==> config.mk <==
export PLATFORM = sky130hd
export DESIGN_NAME = dmem_access_arbiter_flat
export DESIGN_NICKNAME = d
export VERILOG_FILES = /design/src/rtl/dmem_access_arbiter_if.sv /design/src/rtl/dmem_access_arbiter.sv /design/src/flat_wrapper.sv
export SDC_FILE = /design/constraint.sdc
export NUM_CORES = 1
export LEC_CHECK = 0
export ABC_AREA = 1
export CORE_ASPECT_RATIO = 0.5
export CORE_MARGIN = 2
export CORE_UTILIZATION = 42
export CTS_CLUSTER_SIZE = 40
export DETAILED_ROUTE_END_ITERATION = 10
export PLACE_DENSITY = 0.9
export SETUP_SLACK_MARGIN = 0.5
export SYNTH_ARGS = -nofsm -noshare
export SYNTH_HDL_FRONTEND = slang
export SYNTH_SLANG_ARGS = --single-unit
==> constraint.sdc <==
create_clock -name clk -period 1.75 [get_ports clk]
set_input_delay 0.175 -clock clk [delete_from_list [all_inputs] [get_ports clk]]
set_output_delay 0.175 -clock clk [all_outputs]
set_load 0.005 [all_outputs]
==> src/rtl/dmem_access_arbiter_if.sv <==
// dmem_access_arbiter_if: CPU, debug/DMA and data-memory bus bundle for dmem_access_arbiter
//   slave  : arbiter view (takes requests and memory responses, drives memory port and completions)
//   master : environment view (requesters plus data memory)
interface dmem_access_arbiter_if #(parameter int ADDR_W = 32);
  logic              cpu_req, cpu_we, cpu_unsigned;
  logic [1:0]        cpu_size;
  logic [ADDR_W-1:0] cpu_addr;
  logic [31:0]       cpu_wdata, cpu_rdata;
  logic              cpu_done, cpu_err, cpu_stall;
  logic              dbg_req, dbg_we;
  logic [ADDR_W-1:0] dbg_addr;
  logic [31:0]       dbg_wdata, dbg_rdata;
  logic              dbg_done, dbg_err;
  logic              mem_en, mem_w, mem_ready;
  logic [2:0]        dm_ctrl;
  logic [ADDR_W-1:0] mem_addr;
  logic [31:0]       mem_wdata, mem_rdata;
  modport slave (
    input  cpu_req, cpu_we, cpu_unsigned, cpu_size, cpu_addr, cpu_wdata,
    output cpu_rdata, cpu_done, cpu_err, cpu_stall,
    input  dbg_req, dbg_we, dbg_addr, dbg_wdata,
    output dbg_rdata, dbg_done, dbg_err,
    output mem_en, mem_w, dm_ctrl, mem_addr, mem_wdata,
    input  mem_rdata, mem_ready
  );
  modport master (
    output cpu_req, cpu_we, cpu_unsigned, cpu_size, cpu_addr, cpu_wdata,
    input  cpu_rdata, cpu_done, cpu_err, cpu_stall,
    output dbg_req, dbg_we, dbg_addr, dbg_wdata,
    input  dbg_rdata, dbg_done, dbg_err,
    input  mem_en, mem_w, dm_ctrl, mem_addr, mem_wdata,
    output mem_rdata, mem_ready
  );
endinterface

==> src/rtl/dmem_access_arbiter.sv <==
// dmem_access_arbiter: shares the data-memory port between the CPU MEM stage and a word-only debug/DMA port
//   clk, rstn : clock, asynchronous active-low reset
//   b         : dmem_access_arbiter_if.slave (cpu_*, dbg_* requesters; mem_*/dm_ctrl memory port)
//   optional  : DMEM_MISALIGN_TRAP_EN completes misaligned requests with an error without issuing them
module dmem_access_arbiter #(
  parameter int ADDR_W         = 32,
  parameter int TIMEOUT_CYCLES = 255
) (
  input  logic                  clk,
  input  logic                  rstn,
  dmem_access_arbiter_if.slave  b
);
  typedef enum logic [1:0] {IDLE, BUSY, DONE} state_t;
  state_t            state_q;
  logic              last_dbg_q, gnt_dbg_q, mem_en_q, mem_w_q;
  logic              cpu_done_q, cpu_err_q, dbg_done_q, dbg_err_q;
  logic [2:0]        dm_ctrl_q;
  logic [7:0]        cnt_q;
  logic [ADDR_W-1:0] mem_addr_q;
  logic [31:0]       mem_wdata_q, cpu_rdata_q, dbg_rdata_q;
  logic              req_any, pick_dbg, ld_uns, w_we, w_mis, timeout, fin, fin_dbg, fin_err;
  logic [2:0]        w_ctrl;
  logic [ADDR_W-1:0] w_addr;
  logic [31:0]       w_wdata, fin_rdata;
  assign req_any  = b.cpu_req | b.dbg_req;
  // On a tie the port that did not win last time goes first.
  assign pick_dbg = b.dbg_req & (~b.cpu_req | ~last_dbg_q);
  assign ld_uns   = ~b.cpu_we & b.cpu_unsigned;
  assign w_we     = pick_dbg ? b.dbg_we : b.cpu_we;
  assign w_addr   = pick_dbg ? b.dbg_addr : b.cpu_addr;
  assign w_wdata  = pick_dbg ? b.dbg_wdata : b.cpu_wdata;
  assign w_ctrl   = (pick_dbg | b.cpu_size[1]) ? 3'b000 :
                    b.cpu_size[0] ? (ld_uns ? 3'b010 : 3'b001) : (ld_uns ? 3'b100 : 3'b011);
`ifdef DMEM_MISALIGN_TRAP_EN
  assign w_mis    = pick_dbg ? |b.dbg_addr[1:0] :
                    b.cpu_size[1] ? |b.cpu_addr[1:0] : (b.cpu_size[0] & b.cpu_addr[0]);
`else
  assign w_mis    = 1'b0;
`endif
  // The counter holds the number of BUSY cycles already spent, so the last allowed cycle is TIMEOUT_CYCLES-1.
  assign timeout   = cnt_q == 8'(TIMEOUT_CYCLES - 1);
  // Completion happens either from BUSY (ready or timeout) or straight from IDLE for a trapped request.
  assign fin       = (state_q == IDLE & req_any & w_mis) | (state_q == BUSY & (b.mem_ready | timeout));
  assign fin_dbg   = (state_q == IDLE) ? pick_dbg : gnt_dbg_q;
  assign fin_rdata = (state_q == BUSY & b.mem_ready & ~mem_w_q) ? b.mem_rdata : '0;
  assign fin_err   = ~(state_q == BUSY & b.mem_ready);
  always_ff @(posedge clk or negedge rstn) begin
    if (!rstn) begin
      state_q     <= IDLE;
      last_dbg_q  <= 1'b0;
      gnt_dbg_q   <= 1'b0;
      mem_en_q    <= 1'b0;
      mem_w_q     <= 1'b0;
      dm_ctrl_q   <= '0;
      mem_addr_q  <= '0;
      mem_wdata_q <= '0;
      cnt_q       <= '0;
      cpu_rdata_q <= '0;
      cpu_done_q  <= 1'b0;
      cpu_err_q   <= 1'b0;
      dbg_rdata_q <= '0;
      dbg_done_q  <= 1'b0;
      dbg_err_q   <= 1'b0;
    end else begin
      case (state_q)
        IDLE: if (req_any) begin
          gnt_dbg_q <= pick_dbg;
          cnt_q     <= '0;
          if (w_mis) state_q <= DONE;
          else begin
            state_q     <= BUSY;
            mem_en_q    <= 1'b1;
            mem_w_q     <= w_we;
            dm_ctrl_q   <= w_ctrl;
            mem_addr_q  <= w_addr;
            mem_wdata_q <= w_wdata;
          end
        end
        BUSY: if (b.mem_ready | timeout) begin
          state_q  <= DONE;
          mem_en_q <= 1'b0;
          mem_w_q  <= 1'b0;
        end else if (cnt_q != 8'hFF) cnt_q <= cnt_q + 8'd1;
        DONE: begin
          state_q    <= IDLE;
          cpu_done_q <= 1'b0;
          dbg_done_q <= 1'b0;
          last_dbg_q <= gnt_dbg_q;
        end
        default: state_q <= IDLE;
      endcase
      if (fin && fin_dbg) begin
        dbg_done_q  <= 1'b1;
        dbg_rdata_q <= fin_rdata;
        dbg_err_q   <= fin_err;
      end
      if (fin && !fin_dbg) begin
        cpu_done_q  <= 1'b1;
        cpu_rdata_q <= fin_rdata;
        cpu_err_q   <= fin_err;
      end
    end
  end
  assign b.mem_en    = mem_en_q;
  assign b.mem_w     = mem_w_q;
  assign b.dm_ctrl   = dm_ctrl_q;
  assign b.mem_addr  = mem_addr_q;
  assign b.mem_wdata = mem_wdata_q;
  assign b.cpu_rdata = cpu_rdata_q;
  assign b.cpu_done  = cpu_done_q;
  assign b.cpu_err   = cpu_err_q;
  assign b.cpu_stall = b.cpu_req & ~cpu_done_q;
  assign b.dbg_rdata = dbg_rdata_q;
  assign b.dbg_done  = dbg_done_q;
  assign b.dbg_err   = dbg_err_q;
endmodule

==> src/flat_wrapper.sv <==
// flat-port wrapper written by rule: the top's interface ports become plain ports
module dmem_access_arbiter_flat 
#(
  parameter int ADDR_W         = 32,
  parameter int TIMEOUT_CYCLES = 255
)
  (clk, rstn, b_cpu_req, b_cpu_we, b_cpu_unsigned, b_cpu_size, b_cpu_addr, b_cpu_wdata, b_cpu_rdata, b_cpu_done, b_cpu_err, b_cpu_stall, b_dbg_req, b_dbg_we, b_dbg_addr, b_dbg_wdata, b_dbg_rdata, b_dbg_done, b_dbg_err, b_mem_en, b_mem_w, b_dm_ctrl, b_mem_addr, b_mem_wdata, b_mem_rdata, b_mem_ready);
  dmem_access_arbiter_if #(.ADDR_W(ADDR_W)) b_i ();
  input  logic clk;
  input  logic rstn;
  input wire logic [$bits(b_i.cpu_req)-1:0] b_cpu_req;
  input wire logic [$bits(b_i.cpu_we)-1:0] b_cpu_we;
  input wire logic [$bits(b_i.cpu_unsigned)-1:0] b_cpu_unsigned;
  input wire logic [$bits(b_i.cpu_size)-1:0] b_cpu_size;
  input wire logic [$bits(b_i.cpu_addr)-1:0] b_cpu_addr;
  input wire logic [$bits(b_i.cpu_wdata)-1:0] b_cpu_wdata;
  output wire logic [$bits(b_i.cpu_rdata)-1:0] b_cpu_rdata;
  output wire logic [$bits(b_i.cpu_done)-1:0] b_cpu_done;
  output wire logic [$bits(b_i.cpu_err)-1:0] b_cpu_err;
  output wire logic [$bits(b_i.cpu_stall)-1:0] b_cpu_stall;
  input wire logic [$bits(b_i.dbg_req)-1:0] b_dbg_req;
  input wire logic [$bits(b_i.dbg_we)-1:0] b_dbg_we;
  input wire logic [$bits(b_i.dbg_addr)-1:0] b_dbg_addr;
  input wire logic [$bits(b_i.dbg_wdata)-1:0] b_dbg_wdata;
  output wire logic [$bits(b_i.dbg_rdata)-1:0] b_dbg_rdata;
  output wire logic [$bits(b_i.dbg_done)-1:0] b_dbg_done;
  output wire logic [$bits(b_i.dbg_err)-1:0] b_dbg_err;
  output wire logic [$bits(b_i.mem_en)-1:0] b_mem_en;
  output wire logic [$bits(b_i.mem_w)-1:0] b_mem_w;
  output wire logic [$bits(b_i.dm_ctrl)-1:0] b_dm_ctrl;
  output wire logic [$bits(b_i.mem_addr)-1:0] b_mem_addr;
  output wire logic [$bits(b_i.mem_wdata)-1:0] b_mem_wdata;
  input wire logic [$bits(b_i.mem_rdata)-1:0] b_mem_rdata;
  input wire logic [$bits(b_i.mem_ready)-1:0] b_mem_ready;
  assign b_i.cpu_req = b_cpu_req;
  assign b_i.cpu_we = b_cpu_we;
  assign b_i.cpu_unsigned = b_cpu_unsigned;
  assign b_i.cpu_size = b_cpu_size;
  assign b_i.cpu_addr = b_cpu_addr;
  assign b_i.cpu_wdata = b_cpu_wdata;
  assign b_cpu_rdata = b_i.cpu_rdata;
  assign b_cpu_done = b_i.cpu_done;
  assign b_cpu_err = b_i.cpu_err;
  assign b_cpu_stall = b_i.cpu_stall;
  assign b_i.dbg_req = b_dbg_req;
  assign b_i.dbg_we = b_dbg_we;
  assign b_i.dbg_addr = b_dbg_addr;
  assign b_i.dbg_wdata = b_dbg_wdata;
  assign b_dbg_rdata = b_i.dbg_rdata;
  assign b_dbg_done = b_i.dbg_done;
  assign b_dbg_err = b_i.dbg_err;
  assign b_mem_en = b_i.mem_en;
  assign b_mem_w = b_i.mem_w;
  assign b_dm_ctrl = b_i.dm_ctrl;
  assign b_mem_addr = b_i.mem_addr;
  assign b_mem_wdata = b_i.mem_wdata;
  assign b_i.mem_rdata = b_mem_rdata;
  assign b_i.mem_ready = b_mem_ready;
  dmem_access_arbiter #(.ADDR_W(ADDR_W), .TIMEOUT_CYCLES(TIMEOUT_CYCLES)) u_core (.clk(clk), .rstn(rstn), .b(b_i));
endmodule
---- Word level (Yosys, flattened, before mapping) ----
Index checks and enable logic that the tools add are counted.
operators by class
  $add $sub $neg .......................... 1
  equal/unequal tests ..................... 8
  muxes and demuxes ....................... 24
  bitwise logic cells ..................... 16
  reductions and logical operators ........ 11
operator list
  operator                                              count
  2-to-1 mux 32 bit                                     3
  2-to-1 mux 8 bit                                      3
  case mux 8 bit (2 select lines)                       1
  2-to-1 mux 3 bit                                      3
  adder 8 x 1 -> 8 bit (second input constant)          1
  equality test 8 bit (second input constant)           1
  2-to-1 mux 1 bit                                      8
  != test 8 bit (second input constant)                 1
  bitwise AND 1 bit                                     6
  2-to-1 mux 2 bit                                      3
  != test 2 bit (second input constant)                 3
  NOT 1 bit                                             6
  nonzero test 2 bit                                    3
  OR 1 bit                                              4
  case mux 1 bit (2 select lines)                       2
  case mux 2 bit (2 select lines)                       1
  AND reduction 2 bit                                   2
  AND reduction 4 bit                                   1
  AND reduction 3 bit                                   1
  equality test 2 x 1 -> 1 bit (second input constant)  1
  equality test 2 bit (second input constant)           1
  logical AND 1 bit                                     2
  zero test 2 bit                                       1
  != test 2 x 1 -> 1 bit (second input constant)        1
  zero test 1 bit                                       1
word-level totals
  bits in registers ....................... 149
  output and inout port bits .............. 138

---- Logic depth before layout (Yosys ltp) ----
Gate-level depths: netlist of the first run.
  word-level depth ........................ 7
  mapped depth ............................ 12
  depth with buffers taken out ............ 11

---- Worst setup path after synthesis of the first run ----
OpenSTA, ideal clock, no wires.
  path type ............................... register -> register
  from .................................... reg u_core.cnt_q[0]
  to ...................................... reg u_core.cpu_err_q, in the netlist u_core.b.cpu_err
  library setup time ...................... 116 ps
  arrival time ............................ 1414 ps
  required time ........................... 1634 ps
  path slack .............................. 220 ps
  stages on the path, launching flop included .. 13
  buffers on the path ..................... 1
  cells stage by stage .................... dfrtp_1 -> inv_1 -> ha_1 -> inv_1 -> nor2_1 -> nand2_1 -> nand2_1 -> nand2_2 -> nor2_4 -> inv_2 -> buf_2 -> nand2_1 -> nand2_1
between the ends
  longest elaborated chain between the ends .. 4
ends and longest elaborated chain
  what                      line                        RTL
  start: declaration        dmem_access_arbiter.sv:18   logic [7:0] cnt_q;
  start signal: assignment  dmem_access_arbiter.sv:83   end else if (cnt_q != 8'hFF) cnt_q <= cnt_q + 8'd1;
  equality test 8 bit       dmem_access_arbiter.sv:41   assign timeout = cnt_q == 8'(TIMEOUT_CYCLES - 1);
  OR 1 bit                  dmem_access_arbiter.sv:43   assign fin = (state_q == IDLE & req_any & w_mis) | (state_q == BUSY & (b.mem_ready | timeout));
  bitwise AND 1 bit         dmem_access_arbiter.sv:43
  logical AND 1 bit         dmem_access_arbiter.sv:97   if (fin && !fin_dbg) begin
  end signal: assignment    dmem_access_arbiter.sv:100  cpu_err_q <= fin_err;
  end: declaration          dmem_access_arbiter.sv:16   logic cpu_done_q, cpu_err_q, dbg_done_q, dbg_err_q;
Every way passes these cells.
A chain may end at the register's enable or synchronous reset.

---- Worst setup path after layout of the first run ----
  from .................................... reg u_core.cnt_q[0]
  to ...................................... reg u_core.cpu_rdata_q[22], in the netlist u_core.b.cpu_rdata[22]
between the ends
  longest elaborated chain between the ends .. 4
ends and longest elaborated chain
  what                    line                       RTL
  equality test 8 bit     dmem_access_arbiter.sv:41
  OR 1 bit                dmem_access_arbiter.sv:43
  bitwise AND 1 bit       dmem_access_arbiter.sv:43
  logical AND 1 bit       dmem_access_arbiter.sv:97
  end signal: assignment  dmem_access_arbiter.sv:99  cpu_rdata_q <= fin_rdata;
  end: declaration        dmem_access_arbiter.sv:20  logic [31:0] mem_wdata_q, cpu_rdata_q, dbg_rdata_q;
Every way passes these cells.

==> results.json, run 1 <==
{
  "synth_xor_xnor_area_share": 0.00132,
  "antenna_found_initial": 0,
  "diodes": 0,
  "multi_input_area_um2": 2860,
  "maxCapViolCount": 0,
  "cts_tree": "done",
  "cts-root-buf": "clkbuf_16",
  "fp.coreArea_um2": 15500,
  "synthAdderAreaFrac": 0.00565,
  "syn_area_per_cell_um2": 7.88,
  "ys_warn_count": 0,
  "finalMaxSlewViolations": 0,
  "place_area_um2": 10100,
  "slew_headroom": 0.686,
  "finalSetupViolCount": 0,
  "wl_met3_um": 2140,
  "slowest_delay_ps": 400,
  "die-height_um": 93.0,
  "hpwl_um": 15700,
  "final_nets": 1398,
  "synth_top_family_by_area": "simple AND/OR/NAND/NOR gates",
  "clock_sinks": 149,
  "htreeDepth": 4,
  "synthMuxAreaShare": 0,
  "crit_fanout": 8,
  "syn_nets": 1016,
  "final_antenna_net_count": 0,
  "drc": 0,
  "leakagePower_nw": 6.04,
  "met2_length_um": 13900,
  "rows": 32,
  "drive_gt1_frac": 0.174,
  "initial_utilization": 0.430,
  "drt-pass1-iter-count": 7,
  "ys_seq_area_frac": 0.561,
  "ys_ff_latch": 149,
  "hold_class": "input pin to async pin",
  "fin_skew_ps": 14.7,
  "fin_area_um2": 12000,
  "cts.path.max_buffers": 2,
  "post-route-period-util": 0.982,
  "grt_max_degree": 51,
  "wl_met1_um": 10000,
  "critPathRequiredTime_ps": 2100,
  "crit_arrival_ps": 2070,
  "routed.top_layer": "met4",
  "grt_pass1_vias": 7547,
  "synthDistinctLibCells": 24,
  "syn_area_um2": 6650,
  "io_pins": 308,
  "hold_ws_ps": 254,
  "clkLatencyLatePin_ps": 420,
  "seqCellArea_um2": 3730,
  "route.detailed.wl_per_inst_um": 18.9,
  "grt.overflow.total": 0,
  "viasPerCell": 5.29,
  "critPathKind": "flip-flop to flip-flop",
  "cts_inserted_buffers": 17,
  "crit_path_start_kind": "flip-flop",
  "path_clk_slew_ps": 80,
  "peakVddDrop_uv": 1060,
  "reg2reg_from": "u_core.cnt_q[0]",
  "synthCells": 843,
  "rsz0062_at_grt": "true",
  "post-route-min-period_ps": 1720,
  "endpoint_kind": "flip-flop",
  "worst_pin_slew_ps": 471,
  "synth-simple-area-share": 0.264,
  "via_count": 7633,
  "fp.dieArea_um2": 16900,
  "reg2regPathDepth": 12,
  "drt_iter0_markers": 562,
  "r2r_slack_ps": 30,
  "synth_compound_area_frac": 0.106,
  "slowest_stage": "dfrtp_1",
  "fill_cells": 946,
  "gr-usage-all-layers": 0.302,
  "place.gp.congestion": 0.891,
  "hold_viol": 0,
  "drt_wl_total_um": 27200,
  "status": "finished, final reports clean",
  "io_buffers": 307,
  "area_delta_synth_final_pct": 80.7,
  "grt_first_pass_wirelength_um": 39500,
  "path_cells": "inv_2 -> ha_4 -> inv_2 -> nor2_4 -> nand2_2 -> nand2_2 -> nand2_4 -> nor2_4 -> buf_12 -> buf_12 -> nand2_1 -> nand2_1",
  "die_w_um": 182,
  "r2r-end": "u_core.b.cpu_rdata[22]",
  "fmax_mhz": 582,
  "power_density_nw_per_um2": 1620
}
## area by class of cell
type | instances | area share
repair buffers | 405 | 0.360
multi-input cells | 595 | 0.238
flip-flops and latches | 149 | 0.311
clock buffers | 17 | 0.0354
well taps | 204 | 0.0213
clock inverters | 15 | 0.0133
inverters | 57 | 0.0206
## cell usage in the layout (no fill, tap or decap), types with 3 or more instances in the layout
cell type	n
buf_12	17
buf_16	10
buf_4	53
buf_6	9
clkbuf_16	23
clkdlybuf4s15_1	76
clkdlybuf4s50_1	168
dfrtp_1	146
dfrtp_2	3
dlygate4sd2_1	61
inv_1	46
inv_2	7
inv_6	7
nand2_1	281
nand2_2	23
nand2_4	10
nand2_8	3
nand3_1	9
nor2_1	108
nor2_2	4
nor2_4	7
o21ai_0	27
o21ai_1	92
o21ai_2	15
## flip-flops by register name (all words and copies together), names as in the netlist
name                count
u_core.state_q          2
u_core.cnt_q            8
u_core.b.cpu_done       1
u_core.b.dm_ctrl        3
u_core.b.cpu_err        1
u_core.b.dbg_err        1
u_core.b.mem_w          1
u_core.b.mem_addr      32
u_core.b.mem_wdata     32
u_core.b.cpu_rdata     32
u_core.last_dbg_q       1
u_core.gnt_dbg_q        1
u_core.b.dbg_done       1
u_core.b.mem_en         1
u_core.b.dbg_rdata     32
## where the power goes
group,switching (W),internal [W]
registers,0.000998,0.00498
clock network,0.00166,0.00203
logic,0.00464,0.00512
## critical path, delay by kind of cell (launching register included)
family                     cells  cell delay (ps)
and+or+nand+nor                7              680
buffers and inverters          4              450
DFF                            1              400
adders and majority gates      1              130
## worst max-delay path by stage
stage | start | endpoint | slack, ps | cells past startpoint
2_1_floorplan | u_core.cnt_q[0] | u_core.b.cpu_err | 220 | 12
3_3_place_gp | b_cpu_req | u_core.b.mem_wdata[30] | 80 | 7
3_5_place_dp | b_cpu_req | u_core.b.dbg_rdata[28] | -60 | 9
4_1_cts | u_core.cnt_q[0] | u_core.b.cpu_rdata[26] | 170 | 12
5_1_grt | u_core.cnt_q[6] | u_core.b.cpu_rdata[22] | -20 | 10
6_report | u_core.cnt_q[0] | u_core.b.cpu_rdata[22] | 30 | 12
## Yosys cell counts
cell type / instances / area, um2
o21ai_1: 15 / 75.1
clkbuf_2: 2 / 10.0
nand2_2: 4 / 25.0
o21ai_2: 1 / 8.76
clkbuf_1: 21 / 78.8
inv_2: 6 / 22.5
nor3_1: 1 / 5.00
xor2_1: 1 / 8.76
dfrtp_1: 149 / 3730
nand2_1: 312 / 1170
or2_2: 1 / 6.26
nand4_2: 1 / 12.5
buf_2: 18 / 90.1
nor2_4: 2 / 22.5
nor2_1: 114 / 428
nor2_2: 3 / 18.8
ha_1: 3 / 37.5
o21ai_0: 119 / 596
buf_4: 3 / 22.5
inv_1: 51 / 191
a21oi_1: 2 / 10.0
nand3b_1: 1 / 7.51
nand3_1: 11 / 55.1
o31ai_1: 2 / 15.0
## cells by family (layout without fill, tap and decap cells)
logic type      after synthesis  in the layout
xor+xnor                      1              1
fa+ha+maj                     3              3
flops                       149            149
simple gates                450            452
compound gates              139            139
buf+inv                     101            494
## per-stage QoR
stage	setup slack, ps	TNS, ps	utilization	cells	total power [W]
2_1_floorplan	221	0	-	843	0.00875
3_3_place_gp	78.3	0	0.653	1333	0.0130
3_5_place_dp	-64.0	-957	0.653	1333	0.0134
4_1_cts	169	0	0.747	1422	0.0182
5_1_grt	-24.6	-24.6	0.777	1442	0.0204
6_report	31.0	0	0.777	1442	0.0194
## timing repair
action,4_1_cts,5_1_grt
endpoints found under the setup margin,284,216
hold buffers,1,0
buffers inserted,43,14
hold endpoints to repair,46,0
pin swaps,14,28
resized for setup,298,87
gates cloned,13,6
## routing by layer
metal  up-vias  GRT usage
li1       3409          -
met1      3609      0.355
met2       508      0.540
met3       107     0.0558
met4         0      0.152
met5         -          0
(Power assumes the default switching activity.)
==> run 2: changes to the inputs <==
--- a/config.mk
+++ b/config.mk
@@ -9,7 +9,6 @@
 export CORE_ASPECT_RATIO = 0.5
 export CORE_MARGIN = 2
 export CORE_UTILIZATION = 42
-export CTS_CLUSTER_SIZE = 40
 export DETAILED_ROUTE_END_ITERATION = 10
 export PLACE_DENSITY = 0.9
 export SETUP_SLACK_MARGIN = 0.5
==> results of run 2 <==
No change in the layout: final DEF, timing and power equal those of run 1.
